==> src/rtl/ram_burst_reader.sv <==
// Burst read master for RAM read port B: walks a wrapping address range and
// streams each captured word out over a valid/ready interface.
module ram_burst_reader #(
   parameter int unsigned ADDR_WIDTH = 6,
   parameter int unsigned DATA_WIDTH = 8
) (
   input  logic                  clk,
   input  logic                  reset_n,
   input  logic                  start,
   input  logic [ADDR_WIDTH-1:0] base_addr,
   input  logic [ADDR_WIDTH:0]   len,
   output logic [ADDR_WIDTH-1:0] rd_addr,
   input  logic [DATA_WIDTH-1:0] rd_data,
   output logic [DATA_WIDTH-1:0] m_data,
   output logic                  m_valid,
   input  logic                  m_ready,
   output logic                  busy,
   output logic                  done
);

   typedef enum logic [1:0] {StIdle, StRun, StFlush} state_e;

   state_e                state_q, state_d;
   logic [ADDR_WIDTH-1:0] rd_addr_q, rd_addr_d;
   logic [ADDR_WIDTH:0]   remaining_q, remaining_d;
   logic [DATA_WIDTH-1:0] m_data_q, m_data_d;
   logic                  m_valid_q, m_valid_d;
   logic                  done_q, done_d;
   logic                  load;

   // Output register is empty or being drained this cycle
   assign load = (state_q == StRun) && (!m_valid_q || m_ready);

   always_comb begin
      state_d     = state_q;
      rd_addr_d   = rd_addr_q;
      remaining_d = remaining_q;
      m_data_d    = m_data_q;
      m_valid_d   = m_valid_q;
      done_d      = 1'b0;
      unique case (state_q)
         StIdle: begin
            if (start) begin
               if (|len) begin
                  rd_addr_d   = base_addr;
                  remaining_d = len;
                  state_d     = StRun;
               end else begin
                  done_d = 1'b1;
               end
            end
         end
         StRun: begin
            if (load) begin
               m_data_d    = rd_data;
               m_valid_d   = 1'b1;
               rd_addr_d   = rd_addr_q + ADDR_WIDTH'(1);
               remaining_d = remaining_q - (ADDR_WIDTH + 1)'(1);
               if (remaining_q == (ADDR_WIDTH + 1)'(1)) begin
                  state_d = StFlush;
               end
            end
         end
         StFlush: begin
            // Last word is held in m_data until the consumer takes it
            if (m_ready) begin
               m_valid_d = 1'b0;
               done_d    = 1'b1;
               state_d   = StIdle;
            end
         end
         default: state_d = StIdle;
      endcase
   end

   always_ff @(posedge clk or negedge reset_n) begin
      if (!reset_n) begin
         state_q     <= StIdle;
         rd_addr_q   <= '0;
         remaining_q <= '0;
         m_data_q    <= '0;
         m_valid_q   <= 1'b0;
         done_q      <= 1'b0;
      end else begin
         state_q     <= state_d;
         rd_addr_q   <= rd_addr_d;
         remaining_q <= remaining_d;
         m_data_q    <= m_data_d;
         m_valid_q   <= m_valid_d;
         done_q      <= done_d;
      end
   end

   assign rd_addr = rd_addr_q;
   assign m_data  = m_data_q;
   assign m_valid = m_valid_q;
   assign done    = done_q;
   assign busy    = (state_q != StIdle);

endmodule
==> config.mk <==
export PLATFORM = sky130hd
export DESIGN_NAME = ram_burst_reader
export DESIGN_NICKNAME = d
export VERILOG_FILES = /design/src/rtl/ram_burst_reader.sv
export SDC_FILE = /design/constraint.sdc
export NUM_CORES = 1
export LEC_CHECK = 0
export ABC_AREA = 1
export BUFFER_PORTS_ARGS = -buffer_cell sky130_fd_sc_hd__buf_4
export CORE_MARGIN = 2
export CORE_UTILIZATION = 50
export DETAILED_ROUTE_END_ITERATION = 8
export GPL_ROUTABILITY_DRIVEN = 0
export PLACE_DENSITY = 0.77
export SLEW_MARGIN = 10
export SYNTH_ARGS = -nofsm -noshare
export SYNTH_HDL_FRONTEND = slang
export SYNTH_SLANG_ARGS = --single-unit
==> constraint.sdc <==
create_clock -name clk -period 2.6 [get_ports clk]
set_clock_uncertainty 0.05 [all_clocks]
set_input_delay 0.39 -clock clk [delete_from_list [all_inputs] [get_ports clk]]
set_output_delay 0.39 -clock clk [all_outputs]
set_load 0.005 [all_outputs]
Word-level counts from Yosys, hierarchy flattened
Cells that the tools add are included.

Mux-type cells: 21. Reductions and logical operators: 12. Eq/ne operators: 8. Add/subtract/negate cells: 2.

Operators with widths (count): 7-bit two-way mux (3); 6-bit two-way mux (3); 7-bit case mux with 2 select lines (1); 6-bit case mux with 2 select lines (1); 2-bit two-way mux (5); 2-bit inequality test (second input constant) (4); 7-bit by 1-bit equality test with 1-bit output (second input constant) (1); 7-bit OR reduction (1); 7-bit by 1-bit subtractor with 7-bit output (second input constant) (1); 6-bit by 1-bit adder with 6-bit output (second input constant) (1); 2-bit case mux with 3 select lines (1); 2-bit nonzero test (3); 1-bit two-way mux (5); 5-bit AND reduction (1); 1-bit case mux with 2 select lines (2); 4-bit AND reduction (1); 3-bit AND reduction (1); 2-bit by 1-bit equality test with 1-bit output (second input constant) (1); 2-bit equality test (second input constant) (1); 2-bit zero test (1); 2-bit by 1-bit inequality test with 1-bit output (second input constant) (1); 2-bit AND reduction (1); 1-bit logical AND (1); 1-bit zero test (1); 1-bit logical OR (1).

Register bits: 25. Input bits: 25. Word-level logic and storage cells: 49. Output and inout port bits: 17.

Longest topological paths before layout
Depth in word-level cells: 5. Gate-level depth with buffers: 9. Depth with buffers taken out: 9.

Worst setup path after synthesis
OpenSTA, ideal clock, no wires.

Path kind: reg-to-reg. Start point: reg state_q[0]. End point: reg remaining_q[0]. Arrival time: 1180 ps. Path slack: 1249 ps. Cell stages (with the launch flop): 10. Cells stage by stage: dfrtp_1 -> inv_2 -> nand2_1 -> nor2_1 -> nand2_1 -> nand2_4 -> clkinv_2 -> buf_6 -> nand2_1 -> o21ai_2.

Longest elaborated chain between the ends: 4.

Ends and longest elaborated chain: start: declaration (line 23) `state_e state_q, state_d;`; start signal: assignment (line 78) `state_q <= StIdle;`; start signal: assignment (line 85) `state_q <= state_d;`; 2-bit by 1-bit equality test with 1-bit output (line 32, 41); 1-bit logical AND (line 32) `assign load = (state_q == StRun) && (!m_valid_q || m_ready);`; 2-bit inequality test (no line); 4-bit AND reduction (no line); end signal: assignment (line 87) `remaining_q <= remaining_d;`; end: declaration (line 25) `logic [ADDR_WIDTH:0] remaining_q, remaining_d;`.

Parallel ways exist; a longest one is shown, timed or not. A chain may end at the register's enable or synchronous reset.

Worst setup path after layout
Start point: reg state_q[1]. End point: out busy.

Longest elaborated chain between the ends: 1.

Ends and longest elaborated chain: 2-bit nonzero test (line 98) `assign busy = (state_q != StIdle);`; end: declaration (line 17) `output logic busy,`.

Every way passes these cells.

==> impl_metrics.py <==
metrics = {
    "synth": {
        "synth_xor_area_share_pct": 0.606,
        "synth_simple_gate_area_share_pct": 33.4,
        "avgSynthCellArea_sq_um": 7.61,
        "ys_seq_area_share_pct": 43.3,
        "synth_top_family_by_area": "simple AND/OR/NAND/NOR gates",
        "synth_cell_types": 22,
        "synth_compound_area_share_pct": 5.71,
        "synth_adder_area_share_pct": 2.60,
        "syn_nets": 218,
        "yosys_warnings": 0,
        "ys_seq_elements": 25,
        "synthMuxAreaShare_pct": 6.23,
        "synthCells": 190,
        "syn_area_sq_um": 1450,
    },
    "pwr": {
        "power-per-cell-area_nw_per_um2": 1130,
        "p_leak_nw": 0.992,
        "irDropWorstVdd_v": 0.000932,
    },
    "worst_setup_path": {
        "worstPathRequired_ps": 2160,
        "crit_path_start_kind": "flip-flop",
        "r2r-end": "rd_addr[3]",
        "crit_type": "flip-flop to output pin",
        "r2r_setup_slack_ps": 980,
        "r2r-start": "state_q[0]",
        "rr_worst_depth": 8,
        "crit_path_end_kind": "output pin",
        "critPathMaxFanout": 4,
        "setup.worst_path.start": "state_q[1]",
        "worstPathArrival_ps": 1260,
        "worstSetupEndpoint": "busy",
    },
    "floorplanning": {
        "ioPinCount": 42,
        "die_area_sq_um": 3340,
        "die_h_um": 57.8,
        "start_util_pct": 52.5,
        "std_cell_rows": 19,
        "fp.coreArea_sq_um": 2760,
        "die_w_um": 57.8,
    },
    "run_status": {
        "status": "complete, no violations",
    },
    "finish": {
        "final_cells": 264,
        "drive_gt1_share_pct": 26.2,
        "num_antenna_cells": 0,
        "final_cell_mix": "nand2_1 (71), buf_4 (41), dfrtp_1 (25)",
        "layout_commonest_cell": "nand2_1",
        "n_fill_cell": 261,
        "utilization_pct": 65.4,
        "nets": 262,
        "area_delta_synth_final_pct": 24.7,
    },
    "sta": {
        "setup_violations": 0,
        "rsz0062_at_grt": "no",
        "finalCritPeriodShare_pct": 65.5,
        "fmax_ghz": 0.587,
        "finalCriticalPeriod_ps": 1700,
        "hold_viol_final": 0,
        "slew_headroom_pct": 72.4,
        "tightest_slew_ps": 412,
        "final_max_slew_viol_count": 0,
        "fin_tns_setup_ps": 0,
        "hold_slack_ps": 233,
    },
    "clock_network": {
        "cts_buffers": 3,
        "cts_root_buf": "clkbuf_4",
        "h-tree-depth": 1,
        "cts_setup_buffers": 0,
        "clock_latency_ps": 320,
        "clock_sinks": 25,
        "cts_tree": "built",
        "clock_path_buffers": 2,
        "cts_resized": 0,
        "clk_pin_slew_ps": 140,
        "holdBufCountCts": 1,
    },
    "route": {
        "post_drt_via_cell_ratio": 5.03,
        "avgRoutedWirePerCell_um": 11.8,
        "routed_wl_um": 3130,
        "drt-pass1-iter-count": 6,
        "drtAntennaViolNets": 0,
        "num_vias": 1328,
        "drt_iter0_drc": 104,
        "drc": 0,
    },
    "placed_design": {
        "post-place-cells": 259,
        "dpl.hpwl_um": 2280,
        "port_buffers": 41,
    },
    "grt": {
        "grt_max_degree": 26,
        "antenna_found_initial": 0,
        "grt_pass1_wl_um": 5280,
        "first_global_vias": 1214,
        "globalRouteOverflowTotal": 0,
        "grtUsageTotal_pct": 19.9,
    },
    "job": {
        "drv_cap": 0,
    },
    "hold_path": {
        "min_path_type": "primary input to flip-flop",
    },
}
-- per-stage QoR --
step	cell area (sq um)	total power, mW	setup WS (ps)
detailed placement	1770	1.87	1010
floorplan	1450	1.50	1250
global route	1800	2.25	771
finish	1800	2.03	896
CTS	1800	2.05	881
global placement	1770	1.85	1020
-- sequential cells by signal, summed over array words and instances (netlist names) --
signal,flops
rd_addr,6
m_data,8
done,1
m_valid,1
remaining_q,7
state_q,2
-- how the worst min path moves through the flow --
| stage | slack (ps) | depth (start not counted) | to | startpoint |
|---|---|---|---|---|
| final | 230 | 2 | m_data[6] | rd_data[6] |
| after global routing | 220 | 2 | m_data[6] | rd_data[6] |
| after CTS | 230 | 2 | m_data[6] | rd_data[6] |
| after detailed placement | 270 | 1 | remaining_q[3] | reset_n |
| after global placement | 270 | 1 | remaining_q[4] | reset_n |
| after floorplan | 40 | 0 | done | reset_n |
-- cells by family (layout without fill, tap and decap cells) --
logic type | after synthesis | count (layout)
XOR/XNOR | 1 | 1
buffers and inverters | 27 | 70
flip-flops | 25 | 25
AO/OA/AOI/OAI | 15 | 15
adder cells (fa/ha/maj) | 3 | 3
multiplexers | 8 | 8
AND/OR/NAND/NOR | 111 | 111
-- report_power, final --
part           switching [mW]  internal, mW  total (mW)
sequential              0.177         0.577       0.754
combinational           0.603         0.499        1.10
clock                   0.120        0.0576       0.177
total                   0.899          1.13        2.03
-- final cells by class --
cell class / count / area, sq um / share of cell area, %
Multi-Input combinational cell: 138 / 702 / 38.9
Tap cell: 31 / 38.8 / 2.15
Sequential cell: 25 / 626 / 34.7
Clock inverter: 1 / 5.00 / 0.278
Inverter: 24 / 91.3 / 5.07
Clock buffer: 3 / 22.5 / 1.25
Timing Repair Buffer: 42 / 318 / 17.6
-- critical path: stages, from the launching register on --
cell and delay, ps:
dfrtp_1 470, nor2_1 260, inv_1 70, buf_4 140
-- Yosys cell counts (all sizes together) --
library cell	number	share of area [%]
inv	23	6.0
nor2	17	5.5
nand4	5	2.2
clkinv	1	0.35
or2	1	0.43
xnor2	1	0.61
o22ai	1	0.43
buf	3	1.9
nand2	74	20
ha	3	2.6
nand3	14	4.8
dfrtp	25	43
o21bai	1	0.52
mux2	8	6.2
o21ai	13	4.8
-- layer usage --
layer | track usage (%) | vias up | part of all wire, %
met5 | 0 | - | 0
met4 | 4.65 | 0 | 0.45
met3 | 2.90 | 3 | 5.6
met2 | 33.0 | 41 | 48
met1 | 27.7 | 599 | 46
li1 | - | 685 | -
Note: power is estimated with default switching activity, not from simulation.
